**config.mk**
```make
export PLATFORM = sky130hd
export DESIGN_NAME = quad_ctrl
export DESIGN_NICKNAME = d
export VERILOG_FILES = /design/src/rtl/quad_ctrl.sv
export SDC_FILE = /design/constraint.sdc
export NUM_CORES = 1
export LEC_CHECK = 0
export ABC_AREA = 1
export CAP_MARGIN = 5
export CORE_MARGIN = 1.5
export CORE_UTILIZATION = 28
export DETAILED_ROUTE_END_ITERATION = 8
export GPL_TIMING_DRIVEN = 0
export PLACE_DENSITY_LB_ADDON = 0.3
export REMOVE_ABC_BUFFERS = 1
export SETUP_SLACK_MARGIN = 0.5
export SYNTH_ARGS = -nofsm -noshare
export SYNTH_HDL_FRONTEND = slang
export SYNTH_SLANG_ARGS = --single-unit
```
**constraint.sdc**
```tcl
create_clock -name clk -period 4.52 [get_ports clk]
set_input_delay 0.904 -clock clk [delete_from_list [all_inputs] [get_ports clk]]
set_output_delay 0.904 -clock clk [all_outputs]
set_load 0.01 [all_outputs]
```
**src/rtl/quad_ctrl.sv**
```systemverilog
// Quadrature measurement controller: wrapping position counter plus windowed velocity with valid/ack.
// Latency: a step reaches pos one cycle after the enc_out edge; vel/vel_valid update on the edge that closes a window.
// Backpressure: an unacknowledged vel is overwritten by the next window and the sticky overrun flag is raised.
module quad_ctrl #(
    parameter int CNT_W = 16,
    parameter int PER_W = 24
) (
    input  logic             clk,
    input  logic             reset,
    input  logic             enc_out,
    input  logic             enc_dir,
    input  logic             en,
    input  logic             clr,
    input  logic [PER_W-1:0] period,
    output logic [CNT_W-1:0] pos,
    output logic [CNT_W-1:0] vel,
    output logic             vel_sat,
    output logic             vel_valid,
    input  logic             vel_ack,
    output logic             overrun
);

    typedef enum logic {IDLE, RUN} state_t;

    state_t             state, state_nxt;
    logic               enc_q;
    logic               step;
    logic [PER_W-1:0]   per_l;
    logic [PER_W-1:0]   tmr;
    logic [CNT_W-1:0]   acc;
    logic               sat_acc;
    logic [CNT_W:0]     delta;
    logic [CNT_W:0]     sum;
    logic               clamp;
    logic [CNT_W-1:0]   acc_nxt;
    logic               start;
    logic               stop;
    logic               win_end;

    // Step detection and saturating accumulate of the signed step into the window count.
    always_comb begin
        step  = (enc_out != enc_q) && en;
        delta = '0;
        if (step) begin
            delta = enc_dir ? '1 : (CNT_W+1)'(1);
        end
        sum     = {acc[CNT_W-1], acc} + delta;
        // One sign bit of headroom: the two top bits disagree exactly when the result left the range.
        clamp   = (sum[CNT_W] != sum[CNT_W-1]);
        acc_nxt = clamp ? {sum[CNT_W], {(CNT_W-1){~sum[CNT_W]}}} : sum[CNT_W-1:0];
    end

    // State register.
    always_ff @(posedge clk or posedge reset) begin
        if (reset) begin
            state <= IDLE;
        end else begin
            state <= state_nxt;
        end
    end

    // Next-state decode; clr freezes the state so a running block just restarts its window.
    always_comb begin
        state_nxt = state;
        start     = 1'b0;
        stop      = 1'b0;
        win_end   = 1'b0;
        if (!clr) begin
            case (state)
                IDLE: begin
                    if (en && (period != '0)) begin
                        state_nxt = RUN;
                        start     = 1'b1;
                    end
                end
                RUN: begin
                    if (!en) begin
                        state_nxt = IDLE;
                        stop      = 1'b1;
                    end else if (tmr == per_l - PER_W'(1)) begin
                        win_end = 1'b1;
                        if (period == '0) begin
                            state_nxt = IDLE;
                        end
                    end
                end
                default: state_nxt = IDLE;
            endcase
        end
    end

    // Position, window timer/accumulator and published velocity with its handshake flags.
    always_ff @(posedge clk or posedge reset) begin
        if (reset) begin
            enc_q     <= 1'b0;
            pos       <= '0;
            vel       <= '0;
            vel_sat   <= 1'b0;
            vel_valid <= 1'b0;
            overrun   <= 1'b0;
            per_l     <= '0;
            tmr       <= '0;
            acc       <= '0;
            sat_acc   <= 1'b0;
        end else begin
            enc_q <= enc_out;
            if (clr) begin
                pos       <= '0;
                vel       <= '0;
                vel_sat   <= 1'b0;
                vel_valid <= 1'b0;
                overrun   <= 1'b0;
                per_l     <= period;
                tmr       <= '0;
                acc       <= '0;
                sat_acc   <= 1'b0;
            end else begin
                if (step) begin
                    pos <= pos + delta[CNT_W-1:0];
                end
                if (start) begin
                    per_l   <= period;
                    tmr     <= '0;
                    acc     <= '0;
                    sat_acc <= 1'b0;
                end else if (stop) begin
                    tmr     <= '0;
                    acc     <= '0;
                    sat_acc <= 1'b0;
                end else if (win_end) begin
                    vel     <= acc_nxt;
                    vel_sat <= sat_acc | clamp;
                    tmr     <= '0;
                    acc     <= '0;
                    sat_acc <= 1'b0;
                    per_l   <= period;
                end else if (state == RUN) begin
                    tmr     <= tmr + PER_W'(1);
                    acc     <= acc_nxt;
                    sat_acc <= sat_acc | clamp;
                end
                // A window end wins over an ack in the same cycle; only then is a pending result lost.
                if (win_end) begin
                    vel_valid <= 1'b1;
                    if (vel_valid && !vel_ack) begin
                        overrun <= 1'b1;
                    end
                end else if (vel_ack) begin
                    vel_valid <= 1'b0;
                end
            end
        end
    end

endmodule
```
==> implementation parameters, run 1 <==
Parameter                              Value

CTS
  Max Buffers Root-to-Sink ... 2
  Clock input transition at the sequential cells of the worst setup and hold paths ... 0.08 ns
  H-tree Lvls ... 3
  Inserted Clock Buffers ... 9
  Clock tree root driver cell ... clkbuf_16
  Clock latency on the worst-skew pair ... 0.36 ns
  Clock tree from TritonCTS ... done
  CTS Sinks ... 102

Worst setup path
  Reg2reg end ... per_l[0]
  Critical register-to-register path startpoint ... per_l[0]
  Cell breakdown of the critical path ... clkdlybuf4s50_1, nand2_1, inv_1, nor3_4, clkinv_2, nor2_4, buf_12, ha_1, a21oi_1, nand2_1, nand2_1, nand3_1, nand2_1, nand2_1, nand2_1, nand2_2, nor2_4, buf_12, a21oi_1, nand4_1, nand2_1
  Startpoint types ... input port
  Library cell appearing most often on the critical path ... nand2_1
  Kind of cell adding the most delay to the critical path ... simple AND/OR/NAND/NOR gates
  Critical path buffer and inverter count ... 5
  Required time worst endpoint ... 4.77 ns
  Max stage delay cell, worst path ... clkdlybuf4s50_1
  Endpoint class of the critical path ... register
  Critical path peak fanout ... 12
  Worst setup path class ... in -> reg
  Flop-to-flop setup slack ... 1.34 ns
  Endpoint of the most critical setup path ... vel[6]
  Launching instance or port of the critical path ... enc_out
  Worst Path Arrival ... 3.99 ns
  Worst stage delay on the critical path ... 0.44 ns
  Number of cell instances on the worst register-to-register path ... 16
  Number of gates on the worst path with buffers counted ... 21

Cells and area
  Register Area ... 2550 um^2
  Number of filler instances in the final layout ... 2705
  Area grow syn2layout ... 20.8%
  Ratio of cells with drive above 1 in the final layout ... 7.39%
  Post-layout nets ... 1144
  Diodes inserted ... 0
  Area used by multi-input combinational logic ... 4280 um^2

Logic synthesis
  Portion of the post-synthesis area used by sequential elements ... 35.5%
  Number of synthesis warnings ... 0
  Ys flop type ... dfrtp_1
  Biggest area contributors in the synthesized netlist ... dfrtp_1, nand2_1, nand3_1
  Area share of the largest cell type after synthesis ... 35.5%
  Number of distinct library cells after synthesis ... 38
  Number of cells produced by synthesis ... 1017
  Mean post-synth cell area ... 7.07 um^2
  Number of synthesized register bits ... 102
  Asr flop ratio synth ... 100%
  Number of enable-type register cells in the synthesized netlist ... 0
  Post-synth top area cell ... dfrtp_1
  Netlist area before placement ... 7190 um^2

Min path
  Hold Crit Class ... reg -> reg

Routing
  Drt first pass iters ... 5
  Number of antenna-violating nets in the routed design ... 0
  Routed len/inst ... 13.6 um
  DRC ... 0
  Routed wire length ... 19200 um
  Per-cell via count in the routed design ... 4.72
  Detailed router's first-iteration violation count ... 247
  Routed vias ... 6667

Power and ir drop
  Total Power ... 2.30 mW
  VDD IR-drop max ... 163 uV
  P_leak ... 4.21 nW
  Areal power density over the cells ... 265 nW/um^2

Die
  Width of the chip ... 163 um
  Floorplan core area ... 25200 um^2
  Die height ... 163 um
  Starting Density ... 28.6%
  Total number of placement rows ... 58
  I/O pin count ... 66
  Die footprint ... 26700 um^2

Global routing
  Global-route usage over all layers ... 15.4%
  Number of global-route vias before repair ... 6557
  Total global routing overflow ... 0
  First-pass GRT wire length ... 33000 um
  Pin count of the biggest net entering global routing ... 58
  Antenna violations before repair ... 0

Placed design
  Gpl congestion ... 0.881
  HPWL after DPL ... 13400 um
  Quantity of I/O buffers inserted on ports ... 65

STA
  Highest clock rate ... 267 MHz
  Endpoints failing hold ... 0
  Unrepaired setup endpoints after global routing ... false
  Final period utilization ... 82.9%
  Worst Hold Margin ... 0.489 ns
  Pin slew with the least headroom to its limit ... 1.00 ns
  Final count of pins violating max slew ... 0
  Maximum clock skew at final layout ... 0.00974 ns
  Time the worst path needs with I/O delays and setup ... 3.75 ns
  Max transition margin ... 33.1%
  Final setup vio count ... 0
  Sum of negative setup slack ... 0 ns

Status
  Status ... finished, final reports clean

Flow run
  Max-cap violations ... 0
==> tightest hold or removal path, delay by kind of cell, from the launching register on <==
| kind | cells | cell delay, ns |
|---|---|---|
| and+or+nand+nor | 2 | 0.11 |
| DFF | 1 | 0.35 |
==> worst min-delay path by stage <==
| stage | startpoint | cells after the start | endpoint | slack [ns] |
|---|---|---|---|---|
| CTS | acc[0] | 2 | acc[0] | 0.50 |
| global route | acc[12] | 2 | acc[12] | 0.52 |
| finish | overrun | 2 | overrun | 0.49 |
| detailed placement | overrun | 2 | overrun | 0.47 |
| floorplan | acc[0] | 2 | acc[0] | 0.46 |
| global placement | acc[0] | 2 | acc[0] | 0.47 |
==> timing repair <==
action | in CTS | in global routing
cloned | 1 | 0
endpoints found under the setup margin | 47 | 35
setup buffers | 5 | 4
pin swaps | 1 | 2
resized for setup | 6 | 14
hold buffers | 0 | 0
==> cell type report <==
class	instances	area share, %
inverters	86	3.76
repair buffers	78	9.45
clock inverters	6	0.619
well taps	330	4.75
multi-input cells	801	49.3
flip-flops and latches	102	29.4
clock buffers	10	2.75
==> per-stage QoR <==
step | worst slack [ns] | utilization (%) | instance area [um^2] | cells
final | 0.773 | 34.5 | 8690 | 1413
after global routing | 0.485 | 34.5 | 8690 | 1413
after CTS | 0.482 | 34.1 | 8580 | 1409
after detailed placement | -1.77 | 32.6 | 8210 | 1387
after global placement | -3.13 | 32.2 | 8110 | 1383
after floorplan | -0.570 | - | 7050 | 988
==> synth_stat cells, drive strengths merged, types with 3 or more instances <==
library cell	instances
xnor2	17
clkbuf	14
o21ai	53
nor2	90
xor2	28
a21o	4
nand3	114
nand2	327
a21boi	4
a21oi	53
inv	84
nor4	6
and2	3
o21bai	4
nand3b	11
nand4	36
dfrtp	102
ha	33
buf	15
nor3	9
==> sequential cells by signal, indices dropped and copies added, names as in the netlist <==
| name | cells |
|---|---|
| tmr | 24 |
| acc | 16 |
| vel | 16 |
| state | 1 |
| enc_q | 1 |
| vel_sat | 1 |
| pos | 16 |
| per_l | 24 |
| overrun | 1 |
| vel_valid | 1 |
| sat_acc | 1 |
==> cell families after synthesis <==
group                    Yosys count  synth area share (%)
AND/OR/NAND/NOR                  597                  37.0
flip-flops                       102                  35.5
buffers and inverters            115                  6.49
adder cells (fa/ha/maj)           35                  6.30
AO/OA/AOI/OAI                    123                  9.19
XOR/XNOR                          45                  5.48
==> metal layers <==
layer / up-vias / part of all wire (%) / GRT usage [%]
met5: - / 0 / 0
met4: 0 / 1.3 / 3.88
met3: 18 / 4.0 / 2.64
met2: 109 / 45 / 25.2
met1: 3059 / 49 / 20.8
li1: 3481 / - / -
==> cell usage in the layout, fill, tap and decap left out, drive strengths merged, types with 6 or more instances in the layout <==
cell type,instances
a21oi,53
buf,13
clkbuf,10
clkdlybuf4s50,65
dfrtp,102
ha,33
inv,87
nand2,327
nand3,114
nand3b,11
nand4,36
nor2,91
nor3,9
nor4,6
o21ai,53
xnor2,17
xor2,28
==> where the power goes <==
part           total (mW)  leakage (nW)  internal [mW]  switching, mW
registers            1.02          1.37          0.961         0.0633
clock network       0.781         0.142          0.399          0.382
logic               0.494          2.70          0.190          0.304
total                2.30          4.21           1.55          0.749
No activity file was read; power rests on OpenSTA's default activity.
==> inputs of run 2 (changes only) <==
==> constraint.sdc (replaced) <==
create_clock -name clk -period 3.8 [get_ports clk]
set_input_delay 0.76 -clock clk [delete_from_list [all_inputs] [get_ports clk]]
set_output_delay 0.76 -clock clk [all_outputs]
set_load 0.01 [all_outputs]
==> run 2 against run 1 <==
Clock power is 20% higher. Die area stayed put. Setup slack worse by 0.045 ns. Routed wire length is 8.5% higher. Sequential share of layout area is 1.5 points lower. Design area is 5.3% higher.
==> implementation parameters, run 2 (synthesis gave the netlist of run 1 again) <==
Parameter                              Value

Global routing
  Pin count of the biggest net entering global routing ... 58 (unchanged)
  Total global routing overflow ... 0 (unchanged)
  Global-route usage over all layers ... 15.9% (+0.56 points)
  First-pass GRT wire length ... 34100 um (+3.3%)
  Antenna violations before repair ... 0 (unchanged)
  Number of global-route vias before repair ... 6728 (+2.6%)

Routing
  Number of antenna-violating nets in the routed design ... 0 (unchanged)
  Routed len/inst ... 14.5 um (+7.1%)
  Drt first pass iters ... 5 (unchanged)
  Detailed router's first-iteration violation count ... 263 (+6.5%)
  DRC ... 0 (unchanged)
  Per-cell via count in the routed design ... 4.77 (+1.2%)
  Routed wire length ... 20800 um (+8.5%)
  Routed vias ... 6833 (+2.5%)

Cells and area
  Most frequent cells in the layout ... nand2_1, nand3_1, dfrtp_1
  Total non-filler cell area in the finished layout ... 9150 um^2 (+5.3%)
  Ratio of cells with drive above 1 in the final layout ... 12.4% (+5.1 points)
  Post-layout nets ... 1162 (+1.6%)
  Utilization of the core after routing ... 36.3% (+1.8 points)
  Diodes inserted ... 0 (unchanged)
  Area grow syn2layout ... 27.2%
  Final instance count without filler cells ... 1431 (+1.3%)
  Number of filler instances in the final layout ... 2645 (-2.2%)
  Leading registers by flop count ... per_l x24, tmr x24
  Most common cell after layout, fill and taps aside ... nand2_1

Min path
  Hold Crit Depth ... 2 (unchanged)
  Hold Crit Class ... reg -> reg
  Hold Path End ... overrun
  Launch instance of the worst min-delay path ... overrun

Die
  I/O pin count ... 66 (unchanged)
  Width of the chip ... 163 um (unchanged)
  Die footprint ... 26700 um^2 (unchanged)
  Starting Density ... 28.6% (unchanged)
  Total number of placement rows ... 58 (unchanged)
  Floorplan core area ... 25200 um^2 (unchanged)
  Die height ... 163 um (unchanged)

STA
  Maximum clock skew at final layout ... 0.0101 ns (+0.000370 ns)
  Final setup vio count ... 0 (unchanged)
  Pin slew with the least headroom to its limit ... 0.985 ns (-0.0172 ns)
  Highest clock rate ... 326 MHz
  Time the worst path needs with I/O delays and setup ... 3.07 ns
  Final count of pins violating max slew ... 0 (unchanged)
  Smallest setup slack after layout ... 0.729 ns (-0.0446 ns)
  Max transition margin ... 34.2% (+1.2 points)
  Final period utilization ... 80.8%
  Unrepaired setup endpoints after global routing ... false
  Endpoints failing hold ... 0 (unchanged)

Flow run
  Max-cap violations ... 0 (unchanged)

Placed design
  Post-placement cell count ... 1387 (unchanged)
  Gpl congestion ... 0.881 (unchanged)
  Placement Setup Slack ... -2.35 ns (-0.576 ns)
  HPWL after DPL ... 13400 um (unchanged)
  Post-placement cell area ... 8210 um^2 (unchanged)
  Quantity of I/O buffers inserted on ports ... 65 (unchanged)

Worst setup path
  Endpoint class of the critical path ... register
  Worst setup path class ... in -> reg
  Startpoint types ... input port
  Required time worst endpoint ... 4.10 ns (-0.67 ns)
  Critical register-to-register path startpoint ... per_l[0]
  Reg2reg end ... per_l[13]
  Critical path peak fanout ... 8 (-4)
  Number of cell instances on the worst register-to-register path ... 13 (-3)
  Flop-to-flop setup slack ... 0.83 ns (-0.51 ns)
  Worst Path Arrival ... 3.37 ns (-0.62 ns)

CTS
  Clock tree root driver cell ... clkbuf_16
  H-tree Lvls ... 3 (unchanged)
  Clock input transition at the sequential cells of the worst setup and hold paths ... 0.08 ns (about the same)
  Inserted Clock Buffers ... 9 (unchanged)
  Number of buffers inserted by hold repair at cts ... 0 (unchanged)
  Clock tree from TritonCTS ... done
  CTS Sinks ... 102 (unchanged)
  Max Buffers Root-to-Sink ... 2 (unchanged)
  Clock latency on the worst-skew pair ... 0.36 ns (about the same)

Power and ir drop
  P_leak ... 4.31 nW (+2.5%)
  Areal power density over the cells ... 306 nW/um^2 (+16%)
  VDD IR-drop max ... 195 uV (+20%)

Status
  Status ... finished, final reports clean
-- run 2: changes by cell type in the layout (fill, tap and decap cells not counted), sizes merged --
cell           before  now
nand2             327  328
clkdlybuf4s50      65   63
nand3             114  116
buf                13   28
clkbuf             10   12
-- run 2: report_power, final --
group / total (mW) / switching [mW] / internal (mW) / leakage, nW
Clock: 0.935 / 0.460 / 0.475 / 0.142
Sequential: 1.22 / 0.0783 / 1.14 / 1.37
Combinational: 0.642 / 0.382 / 0.260 / 2.80
-- run 2: worst max path at each step --
stage,start,to,slack [ns],cells past startpoint
2_1_floorplan,en,sat_acc,-1.15,16
5_1_grt,per_l[0],tmr[0],0.51,13
4_1_cts,enc_out,vel_sat,0.56,25
3_3_place_gp,en,vel[9],-3.71,18
3_5_place_dp,en,vel[9],-2.35,18
6_report,enc_dir,acc[1],0.73,19
-- run 2: critical path, cell delays in order --
cell and delay (ns):
clkdlybuf4s50_1 0.42, inv_2 0.08, nor2_4 0.04, buf_12 0.13, buf_12 0.14, ha_2 0.39
nand2_1 0.08, nor2_1 0.16, and2_1 0.16, nand2_2 0.07, nand2_1 0.07, nand2_2 0.06
nand2_4 0.12, buf_12 0.12, nand2_8 0.09, a21oi_4 0.18, buf_4 0.12, nand3_1 0.07
nand2_1 0.07
-- run 2: repair_timing --
item | 4_1_cts | 5_1_grt
gates cloned | 2 | 2
pin swaps | 14 | 20
hold endpoints to repair | 0 | 0
setup buffers | 17 | 7
endpoints found under the setup margin | 49 | 58
resized for setup | 52 | 31
-- run 2: final cells by class --
type / count / area [um^2] / share of cell area [%]
tap: 330 / 413 / 4.51
multi-input combinational: 804 / 4570 / 50.0
sequential: 102 / 2550 / 27.9
timing repair buffer: 93 / 993 / 10.9
clock buffer: 10 / 239 / 2.61
inverter: 86 / 327 / 3.57
clock inverter: 6 / 53.8 / 0.588
-- run 2: stage by stage --
stage | setup TNS [ns] | hold slack [ns] | total power, mW
after CTS | 0 | 0.498 | 2.81
after global placement | -342.06 | 0.473 | 1.78
after floorplan | -41.36 | 0.456 | 1.61
final | 0 | 0.489 | 2.80
after detailed placement | -87.87 | 0.474 | 1.80
after global routing | 0 | 0.532 | 2.96
-- run 2: layer usage --
| layer | wire [um] | global-route usage, % | vias to the layer above | share of wire [%] |
|---|---|---|---|---|
| li1 | - | - | 3518 | - |
| met1 | 10100 | 21.2 | 3194 | 49 |
| met2 | 9620 | 26.7 | 99 | 46 |
| met3 | 703 | 2.62 | 22 | 3.4 |
| met4 | 335 | 3.96 | 0 | 1.6 |
| met5 | 0 | 0 | - | 0 |
==> inputs of run 3 (changes only) <==
==> constraint.sdc (replaced) <==
create_clock -name clk -period 3.03 [get_ports clk]
set_input_delay 0.606 -clock clk [delete_from_list [all_inputs] [get_ports clk]]
set_output_delay 0.606 -clock clk [all_outputs]
set_load 0.01 [all_outputs]
==> run 3 against run 2 <==
First-iteration DRC count grew 9.5%. Clock skew decreased by 0.00064 ns. Combinational power up 56%. Largest cell class unchanged. Sequential share of layout area decreased by 3.7 points. Critical path depth up 1. Global-route usage grew 1.5 points. Flip-flop and latch count did not move. Core utilization rose by 5.5 points. Register-to-register slack lost 0.65 ns. Via count up 7.6%. Design area up 15%.
==> implementation parameters, run 3 (synthesis gave the netlist of run 1 again) <==
Parameter                              Value

CTS
  Clock input transition at the sequential cells of the worst setup and hold paths ... 0.08 ns (about the same)
  Clock tree from TritonCTS ... done
  Inserted Clock Buffers ... 9 (unchanged)
  Max Buffers Root-to-Sink ... 2 (unchanged)
  Clock latency on the worst-skew pair ... 0.36 ns (about the same)
  Clock tree root driver cell ... clkbuf_16
  Number of buffers inserted by hold repair at cts ... 0 (unchanged)
  CTS Sinks ... 102 (unchanged)
  H-tree Lvls ... 3 (unchanged)

Routing
  Number of antenna-violating nets in the routed design ... 0 (unchanged)
  Routed vias ... 7353 (+7.6%)
  Routed len/inst ... 15.8 um (+9.1%)
  Routed wire length ... 23600 um (+14%)
  Detailed router's first-iteration violation count ... 288 (+9.5%)
  Drt first pass iters ... 5 (unchanged)
  DRC ... 0 (unchanged)
  Per-cell via count in the routed design ... 4.93 (+3.3%)

Cells and area
  Number of filler instances in the final layout ... 2484 (-6.1%)
  Most frequent cells in the layout ... nand2_1, dfrtp_1, nand3_1
  Post-layout nets ... 1220 (+5.0%)
  Area grow syn2layout ... 46.6%
  Leading registers by flop count ... per_l x24, tmr x24
  Total non-filler cell area in the finished layout ... 10500 um^2 (+15%)
  Ratio of cells with drive above 1 in the final layout ... 28.3% (+16 points)
  Most common cell after layout, fill and taps aside ... nand2_1
  Final instance count without filler cells ... 1490 (+4.1%)

Global routing
  Met3 usage ... 2.77% (+0.15 points)
  Pin count of the biggest net entering global routing ... 58 (unchanged)
  GR peak layer ... met2
  Total global routing overflow ... 0 (unchanged)
  Antenna violations before repair ... 0 (unchanged)
  Global-route usage over all layers ... 17.4% (+1.5 points)
  First-pass GRT wire length ... 36800 um (+7.9%)
  Global routing usage on met1 ... 23.2% (+2.0 points)
  Met2 Track Usage GR ... 29.1% (+2.5 points)
  Number of global-route vias before repair ... 7156 (+6.4%)

Power and ir drop
  Sequential share of power ... 41.4% (-2.2 points)
  Psw ... 1.27 mW (+38%)
  P_leak ... 4.72 nW (+9.4%)
  Power share of the clock group ... 31.8% (-1.6 points)
  Design internal power ... 2.46 mW (+31%)
  Combinational power share ... 26.8% (+3.9 points)
  VDD IR-drop max ... 245 uV (+25%)
  Switching part of the total ... 34.0% (+1.1 points)
  Total Power ... 3.73 mW (+33%)
  Areal power density over the cells ... 354 nW/um^2 (+16%)

STA
  Unrepaired setup endpoints after global routing ... true
  Highest clock rate ... 348 MHz
  Pin slew with the least headroom to its limit ... 0.865 ns (-0.119 ns)
  Time the worst path needs with I/O delays and setup ... 2.87 ns
  Max transition margin ... 42.0% (+7.7 points)
  Final count of pins violating max slew ... 0 (unchanged)
  Smallest setup slack after layout ... 0.159 ns (-0.570 ns)
  Maximum clock skew at final layout ... 0.00947 ns (-0.000644 ns)
  Worst Hold Margin ... 0.377 ns (-0.112 ns)
  Endpoints failing hold ... 0 (unchanged)
  Final period utilization ... 94.8%
  Final setup vio count ... 0 (unchanged)

Die
  Total number of placement rows ... 58 (unchanged)
  Floorplan core area ... 25200 um^2 (unchanged)
  I/O pin count ... 66 (unchanged)
  Die height ... 163 um (unchanged)
  Starting Density ... 28.6% (unchanged)
  Width of the chip ... 163 um (unchanged)
  Die footprint ... 26700 um^2 (unchanged)

Worst setup path
  Critical path peak fanout ... 8 (unchanged)
  Kind of cell adding the most delay to the critical path ... simple AND/OR/NAND/NOR gates
  Startpoint types ... input port
  Worst Path Arrival ... 3.17 ns (-0.20 ns)
  Endpoint class of the critical path ... register
  Cell breakdown of the critical path ... clkdlybuf4s50_1, inv_2, nor2_4, buf_12, buf_12, ha_4, a21oi_2, nand2_1, inv_2, nor2_2, nor2_1, nand2_1, nand2_2, nand2_4, nor2_4, buf_12, nor2_4, nand2_2, nand4_1, nand2_1
  Required time worst endpoint ... 3.33 ns (-0.77 ns)
  Max stage delay cell, worst path ... clkdlybuf4s50_1
  Worst stage delay on the critical path ... 0.48 ns (+0.06 ns)
  Critical path buffer and inverter count ... 6 (unchanged)
  Worst setup path class ... in -> reg

Placed design
  Placement Setup Slack ... -2.97 ns (-0.616 ns)
  HPWL after DPL ... 13400 um (unchanged)
  Gpl congestion ... 0.881 (unchanged)
  Post-placement cell count ... 1387 (unchanged)
  Post-placement cell area ... 8210 um^2 (unchanged)
  Quantity of I/O buffers inserted on ports ... 65 (unchanged)

Min path
  Hold Crit Class ... in -> reg

Flow run
  Max-cap violations ... 0 (unchanged)

Status
  Status ... finished, final reports clean
==> run 3: changes by cell type in the layout (fill, tap and decap cells not counted), sizes merged <==
cell / delta
nand3: +2
buf: +49
nand2: +7
diode: +1
==> run 3: layout make-up <==
type	count	area, um^2	area share [%]
antenna	1	2.50	0.0237
clock buffer	10	239	2.27
clock inverter	6	53.8	0.510
inverter	86	332	3.15
multi-input combinational	813	5420	51.4
sequential	102	2550	24.2
tap	330	413	3.92
timing repair buffer	142	1530	14.5
==> run 3: timing repair <==
item,in CTS,in global routing
endpoints found under the setup margin,101,98
cloned,8,7
pin swaps,50,75
buffers inserted,54,17
resized for setup,151,139
==> run 3: worst paths after layout <==
| path | end | cells past startpoint | from | slack [ns] |
|---|---|---|---|---|
| setup reg to reg | vel_sat | 22 | enc_q | 0.18 |
| setup / recovery | vel_sat | 20 | enc_dir | 0.16 |
| hold / removal | enc_q | 1 | enc_out | 0.38 |
| hold reg to reg | overrun | 2 | overrun | 0.49 |
| min in group asynchronous | per_l[10] | 2 | reset | 0.74 |
| max in group asynchronous | tmr[2] | 3 | reset | 1.58 |
==> run 3: worst register-to-register path: stages (launching register included) <==
cell and delay (ns):
dfrtp_1 0.38, nand2_1 0.08, inv_2 0.04, nor3_4 0.14
clkinv_2 0.13, nor2_4 0.16, buf_12 0.16, buf_12 0.15
ha_4 0.23, a21oi_2 0.15, nand2_1 0.08, inv_2 0.06
nor2_2 0.03, nor2_1 0.13, nand2_1 0.08, nand2_2 0.09
nand2_4 0.08, nor2_4 0.14, buf_12 0.15, nor2_4 0.04
nand2_2 0.05, nand4_1 0.14, nand2_1 0.11
==> run 3: layer usage <==
metal | vias up | wire [um]
met3 | 28 | 992
met1 | 3507 | 10900
met5 | - | 0
li1 | 3670 | -
met2 | 148 | 11300
met4 | 0 | 426
==> run 3: power by group through the flow <==
stage	combinational (mW)	clock (mW)	sequential, mW
5_1_grt	1.10	1.26	1.56
3_5_place_dp	0.697	0	1.55
2_1_floorplan	0.491	0	1.53
6_report	0.999	1.18	1.54
4_1_cts	0.873	1.21	1.53
3_3_place_gp	0.675	0	1.55
==> run 3: metrics by stage <==
| step | TNS [ns] | util [%] |
|---|---|---|
| after floorplan | -96.89 | - |
| after global placement | -465.33 | 32.2 |
| after detailed placement | -125.28 | 32.6 |
| after CTS | 0 | 38.9 |
| after global routing | -0.0318 | 41.8 |
| final | 0 | 41.9 |
